--- config.mk ---
export PLATFORM = sky130hd
export DESIGN_NAME = uart_tx_sequencer
export DESIGN_NICKNAME = d
export VERILOG_FILES = /design/src/rtl/uart_tx_sequencer.sv
export SDC_FILE = /design/constraint.sdc
export NUM_CORES = 1
export LEC_CHECK = 0
export CORE_MARGIN = 2
export CORE_UTILIZATION = 27
export DETAILED_ROUTE_END_ITERATION = 16
export GPL_TIMING_DRIVEN = 0
export HOLD_SLACK_MARGIN = 0.02
export PLACE_DENSITY = 0.48
export SLEW_MARGIN = 20
export SYNTH_ARGS = -nofsm -noshare
export SYNTH_HDL_FRONTEND = slang
export SYNTH_SLANG_ARGS = --single-unit
--- constraint.sdc ---
create_clock -name clk -period 4 [get_ports clk]
set_input_delay 0.8 -clock clk [delete_from_list [all_inputs] [get_ports clk]]
set_output_delay 0.8 -clock clk [all_outputs]
set_load 0.02 [all_outputs]
--- src/rtl/uart_tx_sequencer.sv ---
// UART transmit frame sequencer: start, 8 data bits LSB-first, even parity, stop.
// Bit timing comes from the baud generator's oversampled sample_ENABLE ticks.
module uart_tx_sequencer #(
  parameter int OVERSAMPLE = 16
) (
  input  logic       clk,
  input  logic       reset,
  input  logic       Tx_EN,
  input  logic       Tx_WR,
  input  logic [7:0] Tx_DATA,
  input  logic [2:0] baud_select_in,
  input  logic       sample_ENABLE,
  output logic [2:0] baud_select,
  output logic       TxD,
  output logic       Tx_BUSY,
  output logic       Tx_DONE
);

  localparam logic [2:0] S_IDLE   = 3'd0;
  localparam logic [2:0] S_START  = 3'd1;
  localparam logic [2:0] S_DATA   = 3'd2;
  localparam logic [2:0] S_PARITY = 3'd3;
  localparam logic [2:0] S_STOP   = 3'd4;

  localparam logic [3:0] TICK_LAST = 4'(OVERSAMPLE - 1);

  function automatic logic f_even_parity(input logic [7:0] data);
    return ^data;
  endfunction

  logic [2:0] r_state;
  logic [3:0] r_tick_cnt;
  logic [2:0] r_bit_idx;
  logic [7:0] r_shift;
  logic       r_parity;
  logic       r_txd;
  logic       r_busy;
  logic       r_done;
  logic [2:0] r_baud;

  logic       w_accept;
  logic       w_bit_end;
  logic [2:0] w_state_nxt;
  logic [3:0] w_tick_nxt;
  logic [2:0] w_bit_idx_nxt;
  logic [7:0] w_shift_nxt;
  logic       w_parity_nxt;
  logic       w_txd_nxt;
  logic       w_busy_nxt;
  logic       w_done_nxt;
  logic [2:0] w_baud_nxt;

  assign w_accept  = (r_state == S_IDLE) && !r_busy && Tx_WR && Tx_EN;
  assign w_bit_end = sample_ENABLE && (r_tick_cnt == TICK_LAST);

  // Oversample tick counter; idle keeps it at zero so the accept-cycle tick is never counted.
  always_comb begin
    w_tick_nxt = r_tick_cnt;
    if (r_state == S_IDLE) begin
      w_tick_nxt = 4'd0;
    end else if (w_bit_end) begin
      w_tick_nxt = 4'd0;
    end else if (sample_ENABLE) begin
      w_tick_nxt = r_tick_cnt + 4'd1;
    end else begin
      w_tick_nxt = r_tick_cnt;
    end
  end

  // Frame state machine; TxD is computed for the next bit so the line register never glitches.
  always_comb begin
    w_state_nxt   = r_state;
    w_bit_idx_nxt = r_bit_idx;
    w_shift_nxt   = r_shift;
    w_parity_nxt  = r_parity;
    w_txd_nxt     = r_txd;
    w_busy_nxt    = r_busy;
    w_done_nxt    = 1'b0;
    w_baud_nxt    = r_baud;
    case (r_state)
      S_IDLE: begin
        w_baud_nxt = baud_select_in;
        if (w_accept) begin
          w_shift_nxt   = Tx_DATA;
          w_parity_nxt  = f_even_parity(Tx_DATA);
          w_bit_idx_nxt = 3'd0;
          w_txd_nxt     = 1'b0;
          w_busy_nxt    = 1'b1;
          w_state_nxt   = S_START;
        end else begin
          w_txd_nxt     = 1'b1;
          w_busy_nxt    = 1'b0;
          w_state_nxt   = S_IDLE;
        end
      end
      S_START: begin
        if (w_bit_end) begin
          w_bit_idx_nxt = 3'd0;
          w_txd_nxt     = r_shift[0];
          w_state_nxt   = S_DATA;
        end else begin
          w_state_nxt   = S_START;
        end
      end
      S_DATA: begin
        if (w_bit_end) begin
          w_shift_nxt = {1'b0, r_shift[7:1]};
          if (r_bit_idx == 3'd7) begin
            w_bit_idx_nxt = 3'd0;
            w_txd_nxt     = r_parity;
            w_state_nxt   = S_PARITY;
          end else begin
            w_bit_idx_nxt = r_bit_idx + 3'd1;
            w_txd_nxt     = r_shift[1];
            w_state_nxt   = S_DATA;
          end
        end else begin
          w_state_nxt = S_DATA;
        end
      end
      S_PARITY: begin
        if (w_bit_end) begin
          w_txd_nxt   = 1'b1;
          w_state_nxt = S_STOP;
        end else begin
          w_state_nxt = S_PARITY;
        end
      end
      S_STOP: begin
        if (w_bit_end) begin
          w_txd_nxt   = 1'b1;
          w_busy_nxt  = 1'b0;
          w_done_nxt  = 1'b1;
          w_state_nxt = S_IDLE;
        end else begin
          w_state_nxt = S_STOP;
        end
      end
      default: begin
        w_txd_nxt   = 1'b1;
        w_busy_nxt  = 1'b0;
        w_state_nxt = S_IDLE;
      end
    endcase
  end

  // State and output registers; reset aborts any frame without a done pulse.
  always_ff @(posedge clk) begin
    if (reset) begin
      r_state    <= S_IDLE;
      r_tick_cnt <= 4'd0;
      r_bit_idx  <= 3'd0;
      r_shift    <= 8'd0;
      r_parity   <= 1'b0;
      r_txd      <= 1'b1;
      r_busy     <= 1'b0;
      r_done     <= 1'b0;
      r_baud     <= 3'b000;
    end else begin
      r_state    <= w_state_nxt;
      r_tick_cnt <= w_tick_nxt;
      r_bit_idx  <= w_bit_idx_nxt;
      r_shift    <= w_shift_nxt;
      r_parity   <= w_parity_nxt;
      r_txd      <= w_txd_nxt;
      r_busy     <= w_busy_nxt;
      r_done     <= w_done_nxt;
      r_baud     <= w_baud_nxt;
    end
  end

  assign baud_select = r_baud;
  assign TxD         = r_txd;
  assign Tx_BUSY     = r_busy;
  assign Tx_DONE     = r_done;

endmodule

; Yosys cells after proc, flatten, opt, wreduce, memory -nomap -nowiden
; Cells that the tools add are included.
[word_totals]
ff_bits = 25
inputBits = 16
out_inout_bits = 6
word_cells = 67
[op_classes]
n_addsub = 2
n_eq_ne = 11
n_mux = 25
bitwise_logic = 2
reduce_logical = 18
[ops]
columns = cell, n
row1 = two-way mux 3 bit, 7
row2 = two-way mux 8 bit, 2
row3 = case mux 8 bit (2 select lines), 1
row4 = case mux 3 bit (5 select lines), 1
row5 = two-way mux 1 bit, 10
row6 = case mux 3 bit (3 select lines), 1
row7 = "!= test 2 bit, second input constant", 4
row8 = XOR reduction 8 bit, 1
row9 = "== test 3 x 2 -> 1 bit, second input constant", 2
row10 = "== test 3 bit, second input constant", 2
row11 = AND reduction 3 bit, 2
row12 = OR reduction 3 bit, 2
row13 = "adder 4 x 1 -> 4 bit, second input constant", 1
row14 = "== test 4 bit, second input constant", 1
row15 = logical AND 1 bit, 4
row16 = case mux 1 bit (4 select lines), 1
row17 = AND reduction 2 bit, 2
row18 = AND reduction 4 bit, 1
row19 = OR reduction 2 bit, 2
row20 = "adder 3 x 1 -> 3 bit, second input constant", 1
row21 = "== test 3 x 1 -> 1 bit, second input constant", 1
row22 = logical NOT 3 bit, 1
row23 = case mux 1 bit (3 select lines), 1
row24 = nonzero test 3 bit, 1
row25 = other kinds (5), 6

; Logic depth before layout (Yosys ltp)
; Gate-level depths: netlist of run 1.
[logic_depth]
word_depth = 6
depth_mapped = 6
mapped_depth_nobuf = 6

; Worst setup path before layout of run 1
; Ideal clock, no wire load.
[synth_timing]
path_kind = input to register
start = input port sample_ENABLE
end = register r_shift[0]
setup_time_ps = 80
t_arrival_ps = 1582
t_required_ps = 3920
setup_slack_ps = 2338
stages = 5
n_path_buf = 1
path_cell_list = and4_1 > buf_6 > a21oi_1 > nor2_4 > a211oi_2
[synth_between]
elab_chain_len = 3
[synth_lines]
columns = element, line_no
row1 = from (decl), 12  ; input logic sample_ENABLE,
row2 = logical AND 1 bit, 54  ; assign w_bit_end = sample_ENABLE && (r_tick_cnt == TICK_LAST);
row3 = != test 2 bit (no line), -
row4 = AND reduction 3 bit (no line), -
row5 = to (signal assigned), 163  ; r_shift <= w_shift_nxt;
row6 = to (decl), 34  ; logic [7:0] r_shift;
; Every way passes these cells.
; A chain may end at the register's enable or synchronous reset.

; Worst setup path after layout of run 1
[layout_timing]
start = input port sample_ENABLE
end = register r_bit_idx[1]
[layout_between]
elab_chain_len = 3
elab_cells_between_ends = 4
cone_classes = eq/ne (2) / reduce/logical (2)
[layout_lines]
columns = element, line_no
row1 = logical AND 1 bit *, 54
row2 = != test 2 bit (no line), -
row3 = AND reduction 4 bit (no line) *, -
row4 = to (signal assigned), 162  ; r_bit_idx <= w_bit_idx_nxt;
row5 = to (decl), 33  ; logic [2:0] r_bit_idx;
; Every way passes the cells marked *; elsewhere a longest branch is shown, timed or not.

==> results of run 1 <==
power breakdown:
part	internal, mW	total (mW)	switching [mW]	leakage [nW]
combinational	0.0473	0.0938	0.0465	0.359
sequential	0.260	0.267	0.00702	0.204
clock	0.0715	0.157	0.0852	0.0228
total	0.379	0.518	0.139	0.586
placed cells by master (no fill, tap or decap), types with 2 or more instances in the layout:
master           instances
nor2_1                   6
o31ai_1                  2
clkbuf_8                 3
ha_1                     3
xor2_1                   2
nor3_1                   2
o21ai_0                  9
xnor2_1                  9
a21oi_1                 17
clkdlybuf4s50_1         21
nand2_1                  6
a211o_1                  3
nand3_1                  2
and4bb_2                 2
mux2i_1                  8
buf_2                    2
a211oi_2                 8
clkbuf_1                 4
inv_1                    3
nand4_1                  5
dfxtp_1                 25
buf_6                    2
final timing paths:
kind / startpoint / end / slack, ps / depth (start not counted)
setup reg to reg: r_bit_idx[0] / TxD / 2310 / 6
hold / removal: r_bit_idx[2] / r_bit_idx[2] / 480 / 2
hold reg to reg: r_bit_idx[2] / r_bit_idx[2] / 480 / 2
setup / recovery: sample_ENABLE / r_bit_idx[1] / 1860 / 5
registers in the layout, indices dropped and copies added (netlist names):
register     count
TxD              1
baud_select      3
r_shift          8
Tx_DONE          1
r_parity         1
r_tick_cnt       4
Tx_BUSY          1
r_bit_idx        3
r_state          3
logic make-up (layout without fill, tap and decap cells):
logic type	count (synthesis)	count (layout)	synth area share, %
AOI/OAI and AO/OA	45	45	23.9
xor gates and xnor gates	11	11	7.04
adders and majority gates	3	3	2.74
buffers and inverters	12	37	4.84
DFF	25	25	36.6
muxes	9	9	6.67
and+or+nand+nor	37	37	18.3
stage by stage:
| stage | std cells | cell area [µm²] |
|---|---|---|
| 6_report | 234 | 1710 |
| 5_1_grt | 234 | 1710 |
| 4_1_cts | 234 | 1710 |
| 3_5_place_dp | 230 | 1660 |
| 3_3_place_gp | 230 | 1660 |
| 2_1_floorplan | 142 | 1370 |
critical path: cells and delay by family:
family / cells / cell delay (ps)
buffers and inverters: 1 / 590
AO/OA/AOI/OAI: 3 / 610
AND/OR/NAND/NOR: 1 / 290
cell type report:
cell class | count | area [µm²]
multi-input combinational | 105 | 802
inverter | 3 | 11.3
clock buffer | 4 | 45.0
fill | 512 | 3110
tap | 67 | 83.8
buffer | 9 | 55.1
sequential | 25 | 500
timing repair buffer | 21 | 210
per-layer routing:
metal | vias to the layer above | share of wire, %
li1 | 577 | -
met1 | 548 | 49
met2 | 25 | 46
met3 | 7 | 3.2
met4 | 0 | 1.7
met5 | - | 0
==> results.ini, run 1 <==
[run_status]
status=completed

[global_route]
grt_pass1_vias=1179
use_met2_pct=21.6
track_usage_pct=12.8
overflow=0
grt_pass1_wl_mm=5.58
grt_max_degree=14
grt_busiest_layer=met2
antenna_found_initial=0
gr-usage-met3_pct=1.61
met1_usage_pct=16.9

[timing]
fmax_mhz=467
slew_headroom_pct=54.8
drv_slew=0
tns_ps=0
setup_viol=0
post-route-period-util_pct=53.6
rsz0062_at_grt=no
holdWs_ps=480
worstMarginPinSlew_ps=677
hold_violations=0
clock_skew_ps=1.33
setup_slack_ps=1860
period_minus_slack_ps=2140

[critical_path]
arrival_ps=2290
cp_max_fo=6
crit_path_end_kind=flip-flop
crit_required_ps=4150
slowest_delay_ps=590
cp_cell_sequence=clkdlybuf4s50_1, nand4_1, o21a_1, o31ai_1, a21oi_1
slowest_stage=clkdlybuf4s50_1
path_class=input pin to flip-flop
cp-start-kind=input pin

[floorplanning]
dieArea_mm2=0.00566
num_io_pins=22
start_util_pct=28.4
dieWidth_um=75.2
fp-row-count=25
fp.coreArea_mm2=0.00482
die-height_um=75.2

[cts]
clockBufferDepth=2
h-tree-depth=1
cts.repair.resized=0
cts_tree=yes
clk_pin_slew_ps=90
postCtsHoldBufs=0
post-cts-setup-buffers=0
cts_buffers=3
clock_latency_ps=270
clock_sinks=25
root_buffer=clkbuf_8

[placement]
place_ws_ps=1540
hpwlAfterDp_mm=2.38
port-buffer-count=21
gp_routability_congestion=0.760

[synth]
synth_top_area_share_pct=36.6
synth_most_common_cell=dfxtp_1
syn-instance-count=142
async_flop_share_pct=0
synth-seq-area-share_pct=36.6
yosys.area.top_type=dfxtp_1
synth-edff-count=0
avgSynthCellArea_um2=9.64
ys_top_cells_by_area=dfxtp_1, a211oi_2, a21oi_1, mux2i_1, xnor2_1
synth_cell_types=43
ys.warnings.count=0
ys_ff_latch=25
netlist_area_mm2=0.00137
ys.flop_type=dfxtp_1
synthTopCellsByCount=dfxtp_1, a21oi_1, o21ai_0, xnor2_1
synth_nets=161

[finish]
insertedDiodeCount=0
drive_gt1_share_pct=16.8
final_util_pct=35.5
area_delta_synth_final_pct=24.8
final_nets=187

[detailed_routing]
postRouteAntennaNets=0
vias=1157
wl_mm=3.23
avgRoutedWirePerCell_um=13.8
routed_via_density=4.94
drt-pass1-iter-count=5
first_iter_violations=38
drc=0

[power]
leakage_nw=0.586
peakVddDrop_mv=0.131
p_total_mw=0.518
p_per_area_mw_per_mm2=303

[hold_path]
hp-class=flip-flop to flip-flop

[run]
maxCapViolations=0

Power figures use the tool's default switching activity.
==> run 2: changes to the inputs <==
clock period = 2.1 ns   (was 4 ns; I/O delays follow)
==> results of run 2 <==
The final DEF is identical to that of run 1. Status: completed.
Among the figures that moved: setup slack after placement 1540 ps -> 18.4 ps; setup slack after layout 1860 ps -> 337 ps; register-to-register setup slack 2310 ps -> 410 ps; total power 0.518 mW -> 0.986 mW; worst IR drop on VDD 0.131 mV -> 0.249 mV
==> run 3: changes to the inputs <==
PLACE_DENSITY = 0.5   (was 0.48)
clock period = 1.4 ns   (was 2.1 ns; I/O delays follow)
==> run 3 against run 2 <==
The flow now finishes with violations (negative setup slack). Setup slack worse by 420 ps. Utilization rose by 3.7 points. Clock power is 44% higher. Critical path depth is 1 higher. Critical endpoint is now TxD. Largest power group unchanged.
==> results.ini, run 3 (synthesis gave the netlist of run 1 again) <==
[critical_path]
path_class=flip-flop to flip-flop  ; was input pin to flip-flop
ff2ff_setup_slack_ps=-80  ; was 410 ps
slowest_stage=dfxtp_2  ; was clkdlybuf4s50_1
arrival_ps=1640  ; was 1910 ps
cp-start-kind=flip-flop  ; was input pin
crit_required_ps=1570  ; was 2250 ps
path_common_cell=ha_4
crit_path_end_kind=flip-flop  ; unchanged
cp_max_fo=2  ; was 6
slowest_delay_ps=340  ; was 590 ps
cp_cell_sequence=ha_4, ha_4, mux2_4, o21ai_2, nand4_1, a21o_1  ; was clkdlybuf4s50_1, nand4_1, o21a_1, o31ai_1, a21oi_1

[detailed_routing]
routed_via_density=4.88  ; was 4.94
drc=0  ; unchanged
avgRoutedWirePerCell_um=14.3  ; was 13.8 µm
drt-pass1-iter-count=4  ; was 5
postRouteAntennaNets=0  ; unchanged
wl_mm=3.44  ; was 3.23 mm
vias=1176  ; was 1157
first_iter_violations=29  ; was 38

[cts]
root_buffer=clkbuf_8  ; unchanged
cts_tree=yes  ; unchanged
clock_sinks=25  ; unchanged
clockBufferDepth=2  ; unchanged
cts_buffers=3  ; unchanged
postCtsHoldBufs=0  ; unchanged
clk_pin_slew_ps=80  ; was 90 ps
h-tree-depth=1  ; unchanged
clock_latency_ps=270  ; about the same

[run_status]
status=complete, but fails checks  ; was completed
violations=negative setup slack

[timing]
rsz0062_at_grt=yes  ; was no
period_minus_slack_ps=1480
setup_viol=10  ; was 0
clock_skew_ps=6.58  ; was 1.33 ps
slew_headroom_pct=62.6  ; was 54.8%
post-route-period-util_pct=106
holdWs_ps=481  ; was 480 ps
fmax_mhz=676
worstMarginPinSlew_ps=561  ; was 677 ps
setup_slack_ps=-78.6  ; was 337 ps
drv_slew=0  ; unchanged
hold_violations=0  ; unchanged

[floorplanning]
num_io_pins=22  ; unchanged
start_util_pct=28.4  ; unchanged
dieWidth_um=75.2  ; unchanged
fp.coreArea_mm2=0.00482  ; unchanged
dieArea_mm2=0.00566  ; unchanged
fp-row-count=25  ; unchanged
die-height_um=75.2  ; unchanged

[global_route]
grt_max_degree=14  ; unchanged
overflow=0  ; unchanged
antenna_found_initial=0  ; unchanged
track_usage_pct=13.1  ; was 12.8%
grt_pass1_vias=1182  ; was 1179
grt_pass1_wl_mm=5.63  ; was 5.58 mm

[finish]
fin_area_mm2=0.00189  ; was 0.00171 mm²
layout_commonest_cell=dfxtp_1  ; unchanged
drive_gt1_share_pct=33.9  ; was 16.8%
area_delta_synth_final_pct=37.8  ; was 24.8%
largest_reg_flops=8  ; unchanged
largest-register=r_shift  ; unchanged
final_cell_mix=dfxtp_1, clkdlybuf4s50_1, xnor2_1  ; was dfxtp_1, clkdlybuf4s50_1, a21oi_1
reg_top3=r_shift x8, r_tick_cnt x4  ; unchanged
final_nets=194  ; was 187
insertedDiodeCount=0  ; unchanged

[power]
p_per_area_mw_per_mm2=787  ; was 577 mW/mm²
peakVddDrop_mv=0.588  ; was 0.249 mV
leakage_nw=0.657  ; was 0.586 nW

[placement]
port-buffer-count=21  ; unchanged
postPlaceCellArea_mm2=0.00171  ; was 0.00166 mm²
gp_routability_congestion=0.891  ; was 0.760
hpwlAfterDp_mm=2.52  ; was 2.38 mm

[run]
maxCapViolations=0  ; unchanged

[hold_path]
hp-class=flip-flop to flip-flop  ; unchanged

run 3: cell types whose count changed in the layout (fill, tap and decap cells not counted), sizes merged:
cell / previous run / this run
clkbuf: 7 / 8
clkdlybuf4s50: 21 / 14
dlygate4sd2: 0 / 7
buf: 6 / 12
run 3: through the flow:
stage	util [%]	cells	power [mW]	setup TNS, ps	worst slack [ps]
final	39.2	241	1.49	-345	-78.6
after global routing	39.2	241	1.57	-2000	-154
after CTS	38.3	240	1.51	-507	-86.2
after detailed placement	35.5	230	1.07	-9210	-492
after global placement	35.5	230	1.06	-8240	-463
after floorplan	-	142	0.956	-5.13	-5.13
run 3: area by class of cell:
class	instances	area, µm²
Fill cell	518	2930
Multi-Input combinational cell	105	923
Sequential cell	25	505
Timing Repair Buffer	28	254
Tap cell	67	83.8
Buffer	9	63.8
Clock buffer	4	45.0
Inverter	3	11.3
run 3: path summary, 6_finish.rpt:
path	depth (start not counted)	endpoint	from
setup / recovery	6	TxD	r_bit_idx[1]
hold / removal	2	baud_select[2]	baud_select[2]
setup reg to reg	6	TxD	r_bit_idx[1]
hold reg to reg	2	baud_select[2]	baud_select[2]
run 3: routing by layer:
layer,GRT usage (%),routed length [µm],up-vias
met5,0,0,-
met4,2.34,18,0
met3,3.48,114,2
met2,22.7,1710,15
met1,16.7,1590,572
li1,-,-,587
run 3: power breakdown:
part           switching, mW  internal [mW]
logic                  0.146          0.141
clock network          0.228          0.204
registers             0.0243          0.743
total                  0.398           1.09
run 3: worst max-delay path, delay by kind of cell, from the launching register on:
kind | cells | cell delay [ps]
fa+ha+maj | 2 | 320
compound gates | 2 | 300
flops | 1 | 340
simple gates | 1 | 130
mux | 1 | 290
run 3: timing repair:
action / in CTS / in global routing
endpoints found under the setup margin: 30 / 22
resized for setup: 22 / 7
pin swaps: 8 / 2
cloned: 1 / 0
setup buffers: 5 / 1
